--- config.mk ---
export PLATFORM = sky130hd
export DESIGN_NAME = video_raster_timing
export DESIGN_NICKNAME = d
export VERILOG_FILES = /design/src/rtl/video_raster_timing.sv
export SDC_FILE = /design/constraint.sdc
export NUM_CORES = 1
export LEC_CHECK = 0
export CAP_MARGIN = 10
export CORE_ASPECT_RATIO = 0.5
export CORE_MARGIN = 5
export CORE_UTILIZATION = 45
export CTS_BUF_LIST = sky130_fd_sc_hd__clkbuf_8
export DETAILED_ROUTE_END_ITERATION = 12
export PLACE_DENSITY = 0.77
export REMOVE_ABC_BUFFERS = 1
export SYNTH_ARGS = -nofsm -noshare
export SYNTH_HDL_FRONTEND = slang
export SYNTH_SLANG_ARGS = --single-unit
--- constraint.sdc ---
create_clock -name clk -period 1.65 [get_ports clk]
set_input_delay 0.495 -clock clk [delete_from_list [all_inputs] [get_ports clk]]
set_output_delay 0.495 -clock clk [all_outputs]
set_load 0.01 [all_outputs]
--- src/rtl/video_raster_timing.sv ---
// Raster timing generator: porches, sync, data enable, frame/line strobes, FIFO read and underrun.
// Optional build macro FRAME_CNT_EN adds a 16-bit frame_count output.
module video_raster_timing #(
  parameter int   H_ACTIVE = 640,
  parameter int   H_FP     = 16,
  parameter int   H_SYNC   = 96,
  parameter int   H_BP     = 48,
  parameter int   V_ACTIVE = 480,
  parameter int   V_FP     = 10,
  parameter int   V_SYNC   = 2,
  parameter int   V_BP     = 33,
  parameter logic HS_POL   = 1'b0,
  parameter logic VS_POL   = 1'b0,
  parameter int   X_W      = 10,
  parameter int   Y_W      = 10
) (
  input  logic           clk,
  input  logic           rst,
  input  logic           enable,
  input  logic           bg_fifo_empty,
  input  logic           clear_underrun,
  output logic           fifo_rd,
  output logic           de,
  output logic           hsync,
  output logic           vsync,
  output logic [X_W-1:0] pixel_x,
  output logic [Y_W-1:0] pixel_y,
  output logic           new_frame,
  output logic           line_start,
  output logic           underrun
`ifdef FRAME_CNT_EN
  ,
  output logic [15:0]    frame_count
`endif
);

  localparam int H_TOTAL = H_ACTIVE + H_FP + H_SYNC + H_BP;
  localparam int V_TOTAL = V_ACTIVE + V_FP + V_SYNC + V_BP;

  // Inclusive bounds, so nothing ever needs to represent H_TOTAL/V_TOTAL itself.
  localparam logic [X_W-1:0] X_LAST     = X_W'(H_TOTAL - 1);
  localparam logic [X_W-1:0] X_ACT_LAST = X_W'(H_ACTIVE - 1);
  localparam logic [X_W-1:0] HS_FIRST   = X_W'(H_ACTIVE + H_FP);
  localparam logic [X_W-1:0] HS_LAST    = X_W'(H_ACTIVE + H_FP + H_SYNC - 1);
  localparam logic [Y_W-1:0] Y_LAST     = Y_W'(V_TOTAL - 1);
  localparam logic [Y_W-1:0] Y_ACT_LAST = Y_W'(V_ACTIVE - 1);
  localparam logic [Y_W-1:0] VS_FIRST   = Y_W'(V_ACTIVE + V_FP);
  localparam logic [Y_W-1:0] VS_LAST    = Y_W'(V_ACTIVE + V_FP + V_SYNC - 1);

  typedef enum logic {
    S_IDLE = 1'b0,
    S_RUN  = 1'b1
  } state_e;

  state_e         state_q, state_d;
  logic [X_W-1:0] x_q, x_d;
  logic [Y_W-1:0] y_q, y_d;
  logic           new_frame_q, new_frame_d;
  logic           line_start_q, line_start_d;
  logic           underrun_q, underrun_d;

  logic run;
  logic enter;
  logic adv;
  logic x_wrap;
  logic y_wrap;
  logic frame_wrap;

  // State register
  always_ff @(posedge clk) begin
    if (rst) begin
      state_q <= S_IDLE;
    end else begin
      state_q <= state_d;
    end
  end

  // Next state: RUN is left only through reset
  always_comb begin
    state_d = state_q;
    if (state_q == S_IDLE && !bg_fifo_empty) begin
      state_d = S_RUN;
    end
  end

  // Output decode from the counter registers, forced inactive outside RUN
  always_comb begin
    de    = 1'b0;
    hsync = ~HS_POL;
    vsync = ~VS_POL;
    if (run) begin
      de = (x_q <= X_ACT_LAST) && (y_q <= Y_ACT_LAST);
      if (x_q >= HS_FIRST && x_q <= HS_LAST) begin
        hsync = HS_POL;
      end
      if (y_q >= VS_FIRST && y_q <= VS_LAST) begin
        vsync = VS_POL;
      end
    end
  end

  assign run        = (state_q == S_RUN);
  assign enter      = (state_q == S_IDLE) && !bg_fifo_empty;
  assign adv        = run && enable;
  assign x_wrap     = (x_q == X_LAST);
  assign y_wrap     = (y_q == Y_LAST);
  assign frame_wrap = adv && x_wrap && y_wrap;

  always_comb begin
    x_d = x_q;
    y_d = y_q;
    if (adv) begin
      if (x_wrap) begin
        x_d = '0;
        y_d = y_wrap ? '0 : y_q + 1'b1;
      end else begin
        x_d = x_q + 1'b1;
      end
    end
  end

  // Strobes are registered so they line up with the counter value they announce
  always_comb begin
    new_frame_d  = enter || frame_wrap;
    line_start_d = enter || (adv && x_wrap && (y_d <= Y_ACT_LAST));
    underrun_d   = (fifo_rd && bg_fifo_empty) || (underrun_q && !clear_underrun);
  end

  always_ff @(posedge clk) begin
    if (rst) begin
      x_q          <= '0;
      y_q          <= '0;
      new_frame_q  <= 1'b0;
      line_start_q <= 1'b0;
      underrun_q   <= 1'b0;
    end else begin
      x_q          <= x_d;
      y_q          <= y_d;
      new_frame_q  <= new_frame_d;
      line_start_q <= line_start_d;
      underrun_q   <= underrun_d;
    end
  end

  assign fifo_rd    = de && enable;
  assign pixel_x    = x_q;
  assign pixel_y    = y_q;
  assign new_frame  = new_frame_q;
  assign line_start = line_start_q;
  assign underrun   = underrun_q;

`ifdef FRAME_CNT_EN
  logic [15:0] frame_cnt_q, frame_cnt_d;

  // Counts frame wraps only; the first frame after RUN entry is frame 0
  always_comb begin
    frame_cnt_d = frame_cnt_q;
    if (frame_wrap) begin
      frame_cnt_d = frame_cnt_q + 16'd1;
    end
  end

  always_ff @(posedge clk) begin
    if (rst) begin
      frame_cnt_q <= 16'd0;
    end else begin
      frame_cnt_q <= frame_cnt_d;
    end
  end

  assign frame_count = frame_cnt_q;
`endif

endmodule

==> results.md, run 1 <==
- Row cnt: 13
- Max-cap check violation count: 0
- Global Route Usage Sum: 19.2%
- GRT met1 Usage: 22.4%
- CTS Root Buffer Type: clkbuf_8
- Layout cells sized above 1: 45.7%
- Met3 usage: 3.61%
- Synthesized flop and latch total: 24
- Reg2reg end: pixel_y[2]
- Area of the multi-input gates: 840 um2
- Chip height: 47.4 um
- Crit path cell chain: nor2b_4 > o21ai_0 > or4_1 > buf_2
- Fill cells: 157
- Num CTS Buffers: 3
- Cell Area, Synth: 1260 um2
- Mapped Cells: 138
- Hold Crit Endpoint: pixel_x[3]
- Hold path depth: 2
- Final Cycle Share: 116%
- Die ar.: 4030 um2
- Leakage: 0.000966 uW
- Unique cell type count in the Yosys netlist: 35
- 1st-iter DRT viols: 67
- Crit path launch type: flip-flop
- Post-route cell area: 2080 um2
- Vias/cell: 5.11
- Worst-Margin Slew: 0.264 ns
- Synth Area per Inst: 9.14 um2
- Final design utilization: 78.8%
- R2R depth: 7
- Failing checks: negative setup slack
- GP Congestion: 0.781
- Final setup margin: -0.272 ns
- Critical path fanouts, max: 2
- Synthesis warning total: 0
- Final HPWL DP: 2.41 mm
- DR pass1 iterations: 4
- Vias in the first global route: 1,116
- CP max-delay cell: or4_1
- Inst Count DP: 235
- Worst endpoint required time: 1.15 ns
- IO Count: 32
- Clk sinks: 24
- Finished Layout Cells: 247
- Final Max Slew Viols: 0
- Worst-path clk slew: 0.09 ns
- CTS tree: done
- # DRC: 0
- TNS Setup: -0.673 ns
- Most common cell after layout, fill and taps aside: buf_4
- Reg-to-reg slack, setup: -0.06 ns
- Core ar.: 2640 um2
- Storage element area: 502 um2
- Seq/Total Area, Yosys: 38.1%
- Number of synthesized flops with an enable pin: 0
- Routed WL per cell: 16.1 um
- Hold Fails Final Rpt: 0
- Port Buffer Count: 31
- Worst skew pair latency: 0.28 ns
- First-pass GRT wire length: 5.78 mm
- Initial antenna violation count: 0
- VDD IR max: 404 uV
- Htree depth: 1
- FMAX: 0.520 GHz
- Power Density: 589 nW/um2
- CTS max path bufs: 2
- Die W: 84.9 um
- Outcome: finished, violations left
- Nets: 221
- Skew final: 0.00631 ns
- Async SR Flop Fraction: 0%
- Diode count: 0
- WS Path Type: flip-flop to output port
- Crit-path max cell delay: 0.39 ns
- Final setup violation count: 7
- Largest net degree at the start of global routing: 15
- Commonest non-fill, non-tap cells in the layout: 34 x buf_4, 20 x dlygate4sd2_1, 19 x nor2_1
- Area Overhead vs Synth: 64.6%
- RSZ-0062 raised after global routing: true
- Hold_ws: 0.552 ns
- Met2 GRT Util: 38.1%
- Total wire length: 3.97 mm
- Hold WC Path Type: flip-flop to flip-flop
- Post-route ant nets: 0
- Placement Cell Area: 1830 um2
- Crit. End Element: output port
- Relative slew slack: 82.3%
- Initial Util: 47.9%
- CP arrival: 1.43 ns
- Gr busiest metal: met2
- Via count: 1,261
- RR Startpoint: pixel_x[0]
- Min Tclk post-route: 1.92 ns
- Grt ovf: 0
- Top FF cell, synth: dfxtp_1
- Worst Hold Launch: pixel_x[3]
==> routing by layer <==
layer	routed length, um	vias up	part of all wire, %
li1	-	616	-
met3	214	8	5.4
met5	0	-	0
met4	91	0	2.3
met1	1610	587	41
met2	2050	50	52
==> logic make-up (layout without fill, tap and decap cells) <==
logic type,Yosys count,after routing,synth area share [%]
buf+inv,9,80,4.56
flops,24,24,38.1
fa+ha+maj,5,5,4.96
xor+xnor,19,19,13.2
simple gates,73,74,34.6
compound gates,8,8,4.56
==> worst max-delay path, delay by kind of cell (launching register included) <==
kind / cells / cell delay [ns]
and+or+nand+nor: 2 / 0.54
buffers and inverters: 1 / 0.16
AOI/OAI and AO/OA: 1 / 0.11
DFF: 1 / 0.34
==> flip-flops by register name, summed over array words and instances (netlist names) <==
register / count
underrun: 1
run: 1
new_frame: 1
pixel_x: 10
pixel_y: 10
line_start: 1
==> where the power goes <==
group          switching (uW)  internal (uW)  total, uW  leakage, uW
clock                     206            325        531    0.0000357
sequential               3.86            585        589     0.000202
combinational            48.7           53.8        103     0.000728
total                     259            964       1220     0.000966
==> how the worst max path moves through the flow <==
stage                 endpoint  slack (ns)  cells after the start        from
global placement       fifo_rd       -0.52                      3      enable
global route             vsync       -0.32                      4         run
finish                   vsync       -0.27                      4         run
detailed placement  line_start       -0.53                      7      enable
floorplan           line_start       -0.06                      6  pixel_x[1]
CTS                      vsync       -0.23                      3  pixel_y[8]
==> what timing repair did <==
item / 4_1_cts / 5_1_grt
hold buffers: 0 / 0
pin swaps: 15 / 20
setup endpoints to repair: 44 / 16
cloned: 1 / 0
buffers inserted: 5 / 3
hold endpoints to repair: 0 / 0
gates resized for setup: 77 / 12
==> area by class of cell <==
type / instances / area share (%)
flip-flops and latches: 24 / 24.2
clock buffers: 3 / 1.99
inverters: 5 / 1.02
clock inverters: 1 / 1.45
well taps: 37 / 2.23
multi-input cells: 106 / 40.4
repair buffers: 71 / 28.7
==> stage by stage <==
stage          power [uW]  setup WS [ns]
6_report             1220         -0.272
5_1_grt              1260         -0.319
4_1_cts              1220         -0.227
3_5_place_dp          698         -0.529
3_3_place_gp          695         -0.523
2_1_floorplan         641        -0.0619
==> cell usage after synthesis, types with 2 or more instances <==
cell type	instances	area [um2]
nor2_1	19	71.3
clkbuf_1	2	7.51
inv_2	3	11.3
and3_1	6	37.5
inv_1	2	7.51
xnor2_1	6	52.6
nand4_1	6	37.5
o21ai_0	2	10.0
nor4b_2	2	30.0
a21oi_1	4	20.0
nand2_1	8	30.0
xor2_1	13	114
nand3_1	10	50.1
dfxtp_1	24	480
ha_1	5	62.6
nor2_2	4	25.0
nor2b_1	3	18.8
and3_4	2	22.5
Note: power is estimated with default switching activity, not from simulation.
==> run 2: changes to the inputs <==
==> constraint.sdc (replaced) <==
create_clock -name clk -period 1.65 [get_ports clk]
set_input_delay 0.33 -clock clk [delete_from_list [all_inputs] [get_ports clk]]
set_output_delay 0.33 -clock clk [all_outputs]
set_load 0.01 [all_outputs]
==> run 2 against run 1 <==
Worst setup slack gained 0.15 ns; the flow still finishes with violations (negative setup slack); first-iteration DRC count fell by 22%; fmax is 8.4% higher.
==> results.md, run 2 (synthesized netlist as in run 1, its figures left out) <==
- Num CTS Buffers: 3 (unchanged)
- Area Overhead vs Synth: 71.6% (was 64.6%)
- First-pass GRT wire length: 5.58 mm (was 5.78 mm)
- TNS Setup: -0.628 ns (was -0.673 ns)
- Worst skew pair latency: 0.28 ns (about the same)
- RSZ-0062 raised after global routing: true (unchanged)
- Commonest non-fill, non-tap cells in the layout: 32 x buf_4, 16 x nor2_1, 15 x clkdlybuf4s50_1 (was 34 x buf_4, 20 x dlygate4sd2_1, 19 x nor2_1)
- Crit. End Element: output port (unchanged)
- Diode count: 0 (unchanged)
- Routed WL per cell: 17.9 um (was 16.1 um)
- Skew final: 0.0114 ns (was 0.00631 ns)
- Worst endpoint required time: 1.32 ns (was 1.15 ns)
- Vias/cell: 5.38 (was 5.11)
- Crit path launch type: flip-flop (unchanged)
- Final design utilization: 82.1% (was 78.8%)
- Row cnt: 13 (unchanged)
- Chip height: 47.4 um (unchanged)
- Hold WC Path Type: primary input to flip-flop (was flip-flop to flip-flop)
- Failing checks: negative setup slack (unchanged)
- Largest net degree at the start of global routing: 15 (unchanged)
- DR pass1 iterations: 4 (unchanged)
- CP arrival: 1.44 ns (was 1.43 ns)
- Htree depth: 1 (unchanged)
- # DRC: 0 (unchanged)
- CTS max path bufs: 2 (unchanged)
- GP Congestion: 0.804 (was 0.781)
- FMAX: 0.564 GHz (was 0.520 GHz)
- Clk sinks: 24 (unchanged)
- Port Buffer Count: 31 (unchanged)
- Initial antenna violation count: 0 (unchanged)
- Relative slew slack: 76.7% (was 82.3%)
- Grt ovf: 0 (unchanged)
- Initial Util: 47.9% (unchanged)
- Final setup margin: -0.123 ns (was -0.272 ns)
- Via count: 1,328 (was 1,261)
- CP max-delay cell: or4_1 (unchanged)
- Final Cycle Share: 107% (was 116%)
- CTS Root Buffer Type: clkbuf_8 (unchanged)
- Crit path cell chain: nor2b_4 > o21ai_1 > or4_1 > buf_2 (was nor2b_4 > o21ai_0 > or4_1 > buf_2)
- Max-cap check violation count: 0 (unchanged)
- IO Count: 32 (unchanged)
- Hold Fails Final Rpt: 0 (unchanged)
- 1st-iter DRT viols: 52 (was 67)
- Core ar.: 2640 um2 (unchanged)
- Most common cell after layout, fill and taps aside: buf_4 (unchanged)
- Final Max Slew Viols: 0 (unchanged)
- Layout cells sized above 1: 46.2% (was 45.7%)
- Post-route ant nets: 0 (unchanged)
- Final setup violation count: 13 (was 7)
- Leakage: 0.00106 uW (was 0.000966 uW)
- Critical path fanouts, max: 2 (unchanged)
- Total wire length: 4.42 mm (was 3.97 mm)
- Worst-Margin Slew: 0.346 ns (was 0.264 ns)
- Hold_ws: 0.523 ns (was 0.552 ns)
- VDD IR max: 370 uV (was 404 uV)
- Die ar.: 4030 um2 (unchanged)
- Final HPWL DP: 2.52 mm (was 2.41 mm)
- Global Route Usage Sum: 18.2% (was 19.2%)
- Die W: 84.9 um (unchanged)
- CTS tree: done (unchanged)
- Crit-path max cell delay: 0.40 ns (was 0.39 ns)
- Power Density: 565 nW/um2 (was 589 nW/um2)
- Worst-path clk slew: 0.10 ns (was 0.09 ns)
- Min Tclk post-route: 1.77 ns (was 1.92 ns)
- Vias in the first global route: 1,194 (was 1,116)
- Nets: 221 (unchanged)
- Outcome: finished, violations left (unchanged)
- WS Path Type: flip-flop to output port (unchanged)
[run 2: cell type report]
type                       count  area [um2]
multi-input combinational    106         870
timing repair buffer          71         652
sequential                    24         502
fill                         152         470
tap                           37        46.3
clock buffer                   3        41.3
clock inverter                 1        30.0
inverter                       5        23.8
[run 2: worst paths after layout]
| check | startpoint | end | slack (ns) | cells after the start |
|---|---|---|---|---|
| setup / recovery | run | vsync | -0.12 | 4 |
| hold / removal | enable | pixel_x[1] | 0.52 | 3 |
| setup reg to reg | pixel_x[7] | pixel_y[3] | -0.09 | 7 |
| hold reg to reg | pixel_x[2] | pixel_x[2] | 0.59 | 2 |
[run 2: critical path, delay by kind of cell, from the launching register on]
kind                   cells  cell delay, ns
AOI/OAI and AO/OA          1            0.10
and+or+nand+nor            2            0.57
DFF                        1            0.34
buffers and inverters      1            0.16
[run 2: power breakdown]
group          internal, uW  switching (uW)  leakage (uW)
logic                  51.9            53.4      0.000820
clock network           325             204     0.0000357
registers               584            4.63      0.000201
[run 2: routing by layer]
metal	up-vias	part of all wire [%]	GRT usage (%)
li1	620	-	-
met1	635	39	20.9
met3	11	7.5	4.47
met4	0	1.7	6.62
met2	62	52	34.7
met5	-	0	0
[run 2: stage by stage]
| step | worst slack (ns) | cell area, um2 | cells | total power, uW |
|---|---|---|---|---|
| after global routing | -0.172 | 2160 | 247 | 1260 |
| after CTS | -0.0792 | 1920 | 239 | 1210 |
| after global placement | -0.260 | 1810 | 233 | 690 |
| after detailed placement | -0.331 | 1810 | 233 | 695 |
| after floorplan | -0.0619 | 1220 | 134 | 641 |
| final | -0.123 | 2160 | 247 | 1220 |
[run 2: what timing repair did]
action,CTS,global route
hold buffers,0,0
gates cloned,0,1
resized for setup,34,51
pin swaps,3,11
buffers inserted,2,8
endpoints found under the setup margin,18,24
endpoints found under the hold margin,0,0
